File: config.mk
export PLATFORM = sky130hd
export DESIGN_NAME = display_mux
export DESIGN_NICKNAME = d
export VERILOG_FILES = /design/src/rtl/display_mux.sv
export SDC_FILE = /design/constraint.sdc
export NUM_CORES = 1
export LEC_CHECK = 0
export ABC_CLOCK_PERIOD_IN_PS = 2500
export CORE_ASPECT_RATIO = 0.5
export CORE_MARGIN = 2
export CORE_UTILIZATION = 52
export DETAILED_ROUTE_END_ITERATION = 7
export PLACE_DENSITY = 0.89
export SLEW_MARGIN = 30
export SYNTH_ARGS = -nofsm -noshare
export SYNTH_HDL_FRONTEND = slang
export SYNTH_SLANG_ARGS = --single-unit
File: constraint.sdc
create_clock -name clk -period 2.5 [get_ports clk]
set_input_delay 0.5 -clock clk [delete_from_list [all_inputs] [get_ports clk]]
set_output_delay 0.5 -clock clk [all_outputs]
set_load 0.01 [all_outputs]
File: src/rtl/display_mux.sv
// Time-multiplexed digit driver: cycles through NUM_DIGITS slots with DWELL show time
// and BLANK dead time. Digit values and enables are snapshotted at the start of each frame.
module display_mux #(
    parameter int NUM_DIGITS = 4,
    parameter int DIGIT_W    = 4,
    parameter int DWELL      = 1000,
    parameter int BLANK      = 16
) (
    input  logic                          clk,
    input  logic                          reset,
    input  logic [NUM_DIGITS*DIGIT_W-1:0] digits,
    input  logic [NUM_DIGITS-1:0]         digit_en,
    output logic [DIGIT_W-1:0]            s,
    output logic [NUM_DIGITS-1:0]         disp,
    output logic                          frame_start
);

    // state    | meaning
    // ST_BLANK | all digits off; waiting BLANK cycles before showing slot r_idx
    // ST_SHOW  | slot r_idx driven for DWELL cycles (disp gated by its enable)

    localparam int CNT_MAX = (DWELL > BLANK) ? DWELL : BLANK;
    localparam int CNT_W   = $clog2((CNT_MAX > 2) ? CNT_MAX : 2);
    localparam int IDX_W   = $clog2(NUM_DIGITS);

    localparam logic [CNT_W-1:0] DWELL_LAST = CNT_W'(DWELL - 1);
    localparam logic [CNT_W-1:0] BLANK_LAST = CNT_W'((BLANK > 0) ? BLANK - 1 : 0);
    localparam logic [IDX_W-1:0] IDX_LAST   = IDX_W'(NUM_DIGITS - 1);

    typedef enum logic {
        ST_BLANK = 1'b0,
        ST_SHOW  = 1'b1
    } state_t;

    state_t                          r_state;
    logic [CNT_W-1:0]                r_cnt;
    logic [IDX_W-1:0]                r_idx;
    logic [NUM_DIGITS*DIGIT_W-1:0]   r_snap;
    logic [NUM_DIGITS-1:0]           r_en_snap;
    logic [DIGIT_W-1:0]              r_s;
    logic [NUM_DIGITS-1:0]           r_disp;
    logic                            r_frame_start;

    logic [IDX_W-1:0]      w_adv_idx;
    logic [IDX_W-1:0]      w_tgt_idx;
    logic                  w_tgt_first;
    logic [DIGIT_W-1:0]    w_tgt_s;
    logic [NUM_DIGITS-1:0] w_tgt_disp;
    logic                  w_blank_done;
    logic                  w_dwell_done;
    logic                  w_enter_show;

    // Slot 0 reads the live inputs so the first slot of a frame uses the fresh snapshot.
    always_comb begin
        w_adv_idx   = (r_idx == IDX_LAST) ? '0 : r_idx + IDX_W'(1);
        w_tgt_idx   = (r_state == ST_SHOW) ? w_adv_idx : r_idx;
        w_tgt_first = (w_tgt_idx == '0);
        w_tgt_s     = '0;
        w_tgt_disp  = '0;
        for (int k = 0; k < NUM_DIGITS; k++) begin
            if (w_tgt_idx == IDX_W'(k)) begin
                w_tgt_s       = w_tgt_first ? digits[k*DIGIT_W +: DIGIT_W]
                                            : r_snap[k*DIGIT_W +: DIGIT_W];
                w_tgt_disp[k] = w_tgt_first ? digit_en[k] : r_en_snap[k];
            end
        end
        w_blank_done = (BLANK == 0) || (r_cnt == BLANK_LAST);
        w_dwell_done = (r_cnt == DWELL_LAST);
        w_enter_show = (r_state == ST_BLANK) ? w_blank_done
                                             : (w_dwell_done && (BLANK == 0));
    end

    always_ff @(posedge clk or posedge reset) begin
        if (reset) begin
            r_state       <= ST_BLANK;
            r_cnt         <= '0;
            r_idx         <= '0;
            r_snap        <= '0;
            r_en_snap     <= '0;
            r_s           <= '0;
            r_disp        <= '0;
            r_frame_start <= 1'b0;
        end else begin
            r_frame_start <= 1'b0;
            if (w_enter_show) begin
                r_state       <= ST_SHOW;
                r_cnt         <= '0;
                r_idx         <= w_tgt_idx;
                r_s           <= w_tgt_s;
                r_disp        <= w_tgt_disp;
                r_frame_start <= w_tgt_first;
                if (w_tgt_first) begin
                    r_snap    <= digits;
                    r_en_snap <= digit_en;
                end
            end else if ((r_state == ST_SHOW) && w_dwell_done) begin
                r_state <= ST_BLANK;
                r_cnt   <= '0;
                r_idx   <= w_adv_idx;
                r_disp  <= '0;
            end else begin
                r_cnt <= r_cnt + CNT_W'(1);
            end
        end
    end

    assign s           = r_s;
    assign disp        = r_disp;
    assign frame_start = r_frame_start;

endmodule

==> flow_summary.ini <==
[clocking]
cts_buffers = 5
post_cts_buffers = 0
cts_resized = 0
worstSkewPairLatency_ns = 0.30
cts.sinks = 37
cts.hold.buffers_added = 0
cts-root-buf = clkbuf_8
clk_pin_slew_ns = 0.07
htreeDepth = 2
clock_path_buffers = 2
cts_tree = built

[timing]
fin_hold_ws_ns = 0.463
slew_headroom = 0.635
rsz0062_at_grt = false
finalSetupViolations = 0
tightest_slew_ns = 0.544
slew_violations = 0
layout_min_cycle_time_ns = 2.14
tns_ns = 0
hold_viol_final = 0
fmax_mhz = 467
post-route-period-util = 0.857
fin_ws_ns = 0.357
skew_ns = 0.00454

[global_routing]
grt_overflow = 0
antenna_found_initial = 0
grt_pass1_wl_um = 6120
grt_max_degree = 38
grt.total_usage = 0.216
grt_pass1_vias = 1286

[placement]
finalWeightedCongestion = 0.785
dpl.cell_count = 219
place_ws_ns = 0.375
port_buffers = 30
dp_hpwl_um = 2620

[floorplanning]
placementRows = 14
fp.dieH_um = 45.5
start_util = 0.570
io_pins = 31
die_w_um = 86.9
core_area_sq_um = 3140
dieArea_sq_um = 3950

[drt]
firstDrtPassIters = 4
via_per_inst = 5.56
ant_nets = 0
dr_total_vias = 1263
drt_iter0_markers = 107
wl_per_cell_um = 15.9
drcViolationCount = 0
routed_wl_um = 3610

[cells_and_area]
final-instance-count-excl-fill = 227
mostFrequentLayoutCell = dfrtp_1
final_cell_mix = dfrtp_1 (37), clkdlybuf4s50_1 (30), nor2_1 (12), mux2_2 (10), mux2i_1 (10)
layout.nets = 210
n_antenna_cell = 0
final_layout_size_suffix_gt1_frac = 0.193
syn2layout_area_growth_pct = 26.0

[worst_setup_path]
arrival_ns = 2.33
critPathLaunchType = flip-flop
worstPathMaxFanout = 9
critPathTopFamily = multiplexers
crit_type = flip-flop to flip-flop
critPathSlowestCell = dfrtp_1
crit_path_cell_trace = ha_1 > mux2_2 > nor4_4 > buf_4 > mux2_2
cp_num_buf_inv = 1
critical-path-max-stage-delay_ns = 0.54
end_kind = flip-flop
path_common_cell = mux2_2
cp.required_ns = 2.68

[worst_hold_path]
hp-class = flip-flop to flip-flop

[power]
vdd_drop_max_uv = 312
powerDensity_nw_per_um2 = 522
leakagePower_nw = 0.938
p_total_mw = 1.18

[job]
drv_cap = 0

[synth]
synthFlopType = dfrtp_1
synth_seq_cells = 37
synth_cell_type_count = 32
async_flop_share = 1.00
synth_area_leaders = dfrtp_1 (52%), mux2_4 (6.7%), mux2_2 (6.3%)
synth_edf_count = 0
synth_largest_area_cell = dfrtp_1
synth_top_area_frac = 0.518
yosysWarningCount = 0
syn_nets = 172
postSynthAreaPerCell_sq_um = 12.1
seq_area_frac_synth = 0.518
synth_cells = 148
syn_area_sq_um = 1790

[run_status]
status = complete, no violations
## worst reg2reg max path, cell delays in order, from the launching register on
cell and delay [ns]:
dfrtp_1 0.54, ha_1 0.32, mux2_2 0.38, nor4_4 0.19, buf_4 0.25, mux2_2 0.35
## stage by stage
step	instance area (sq um)	utilization
2_1_floorplan	1790	-
3_3_place_gp	2150	0.686
3_5_place_dp	2150	0.686
4_1_cts	2250	0.719
5_1_grt	2250	0.719
6_report	2250	0.719
## layout make-up
cell class / count / area [sq um]
Sequential cell: 37 / 926
Fill cell: 210 / 882
Multi-Input combinational cell: 97 / 793
Timing Repair Buffer: 37 / 353
Clock buffer: 7 / 96.3
Tap cell: 40 / 50.0
Inverter: 8 / 30.0
Clock inverter: 1 / 5.00
## registers in the layout, indices dropped and copies added, names as in the netlist
name and flops:
r_cnt 10, r_snap 12, frame_start 1, r_state 1
r_en_snap 3, s 4, r_idx 2, disp 4
## layer usage
layer,share of wire,global-route usage,vias to the layer above,wire (um)
li1,-,-,597,-
met4,0.038,0.125,0,137
met3,0.050,0.0652,17,182
met2,0.45,0.325,36,1640
met1,0.46,0.285,613,1650
met5,0,0,-,0
## final timing paths
path	endpoint	cells after the start	start	slack, ns
worst min register to register	r_cnt[0]	1	r_cnt[0]	0.46
min in group asynchronous	r_cnt[9]	3	reset	0.61
worst min-delay path	r_cnt[0]	1	r_cnt[0]	0.46
max in group asynchronous	r_snap[4]	3	reset	1.57
worst max register to register	r_snap[9]	5	r_idx[1]	0.36
worst max-delay path	r_snap[9]	5	r_idx[1]	0.36
## synthesized netlist by cell type, types with 2 or more instances
| master | number |
|---|---|
| xor2_1 | 4 |
| xnor2_1 | 5 |
| ha_1 | 2 |
| a22o_1 | 5 |
| nand2_1 | 9 |
| o22ai_1 | 3 |
| mux2i_1 | 10 |
| nor2_1 | 12 |
| a221oi_1 | 3 |
| mux2_2 | 10 |
| a21oi_1 | 2 |
| nor3_1 | 4 |
| inv_1 | 8 |
| clkbuf_1 | 3 |
| buf_6 | 2 |
| dfrtp_1 | 37 |
| nor2b_1 | 4 |
| mux2_4 | 8 |
| nand3_1 | 4 |
## kinds of logic (layout without fill, tap and decap cells)
kind of cell / Yosys count / after routing / share of synthesized area
AO/OA/AOI/OAI: 17 / 17 / 0.0728
multiplexers: 28 / 28 / 0.186
adder cells (fa/ha/maj): 2 / 2 / 0.0140
AND/OR/NAND/NOR: 41 / 41 / 0.127
buffers and inverters: 14 / 53 / 0.0385
flip-flops: 37 / 37 / 0.518
XOR/XNOR: 9 / 9 / 0.0441
## power by group
group          internal [mW]  leakage (nW)  total, mW  switching [mW]
combinational         0.0558         0.428     0.0836          0.0279
clock                  0.249        0.0542      0.467           0.218
sequential             0.615         0.456      0.626          0.0114
Note: power is estimated with default switching activity, not from simulation.
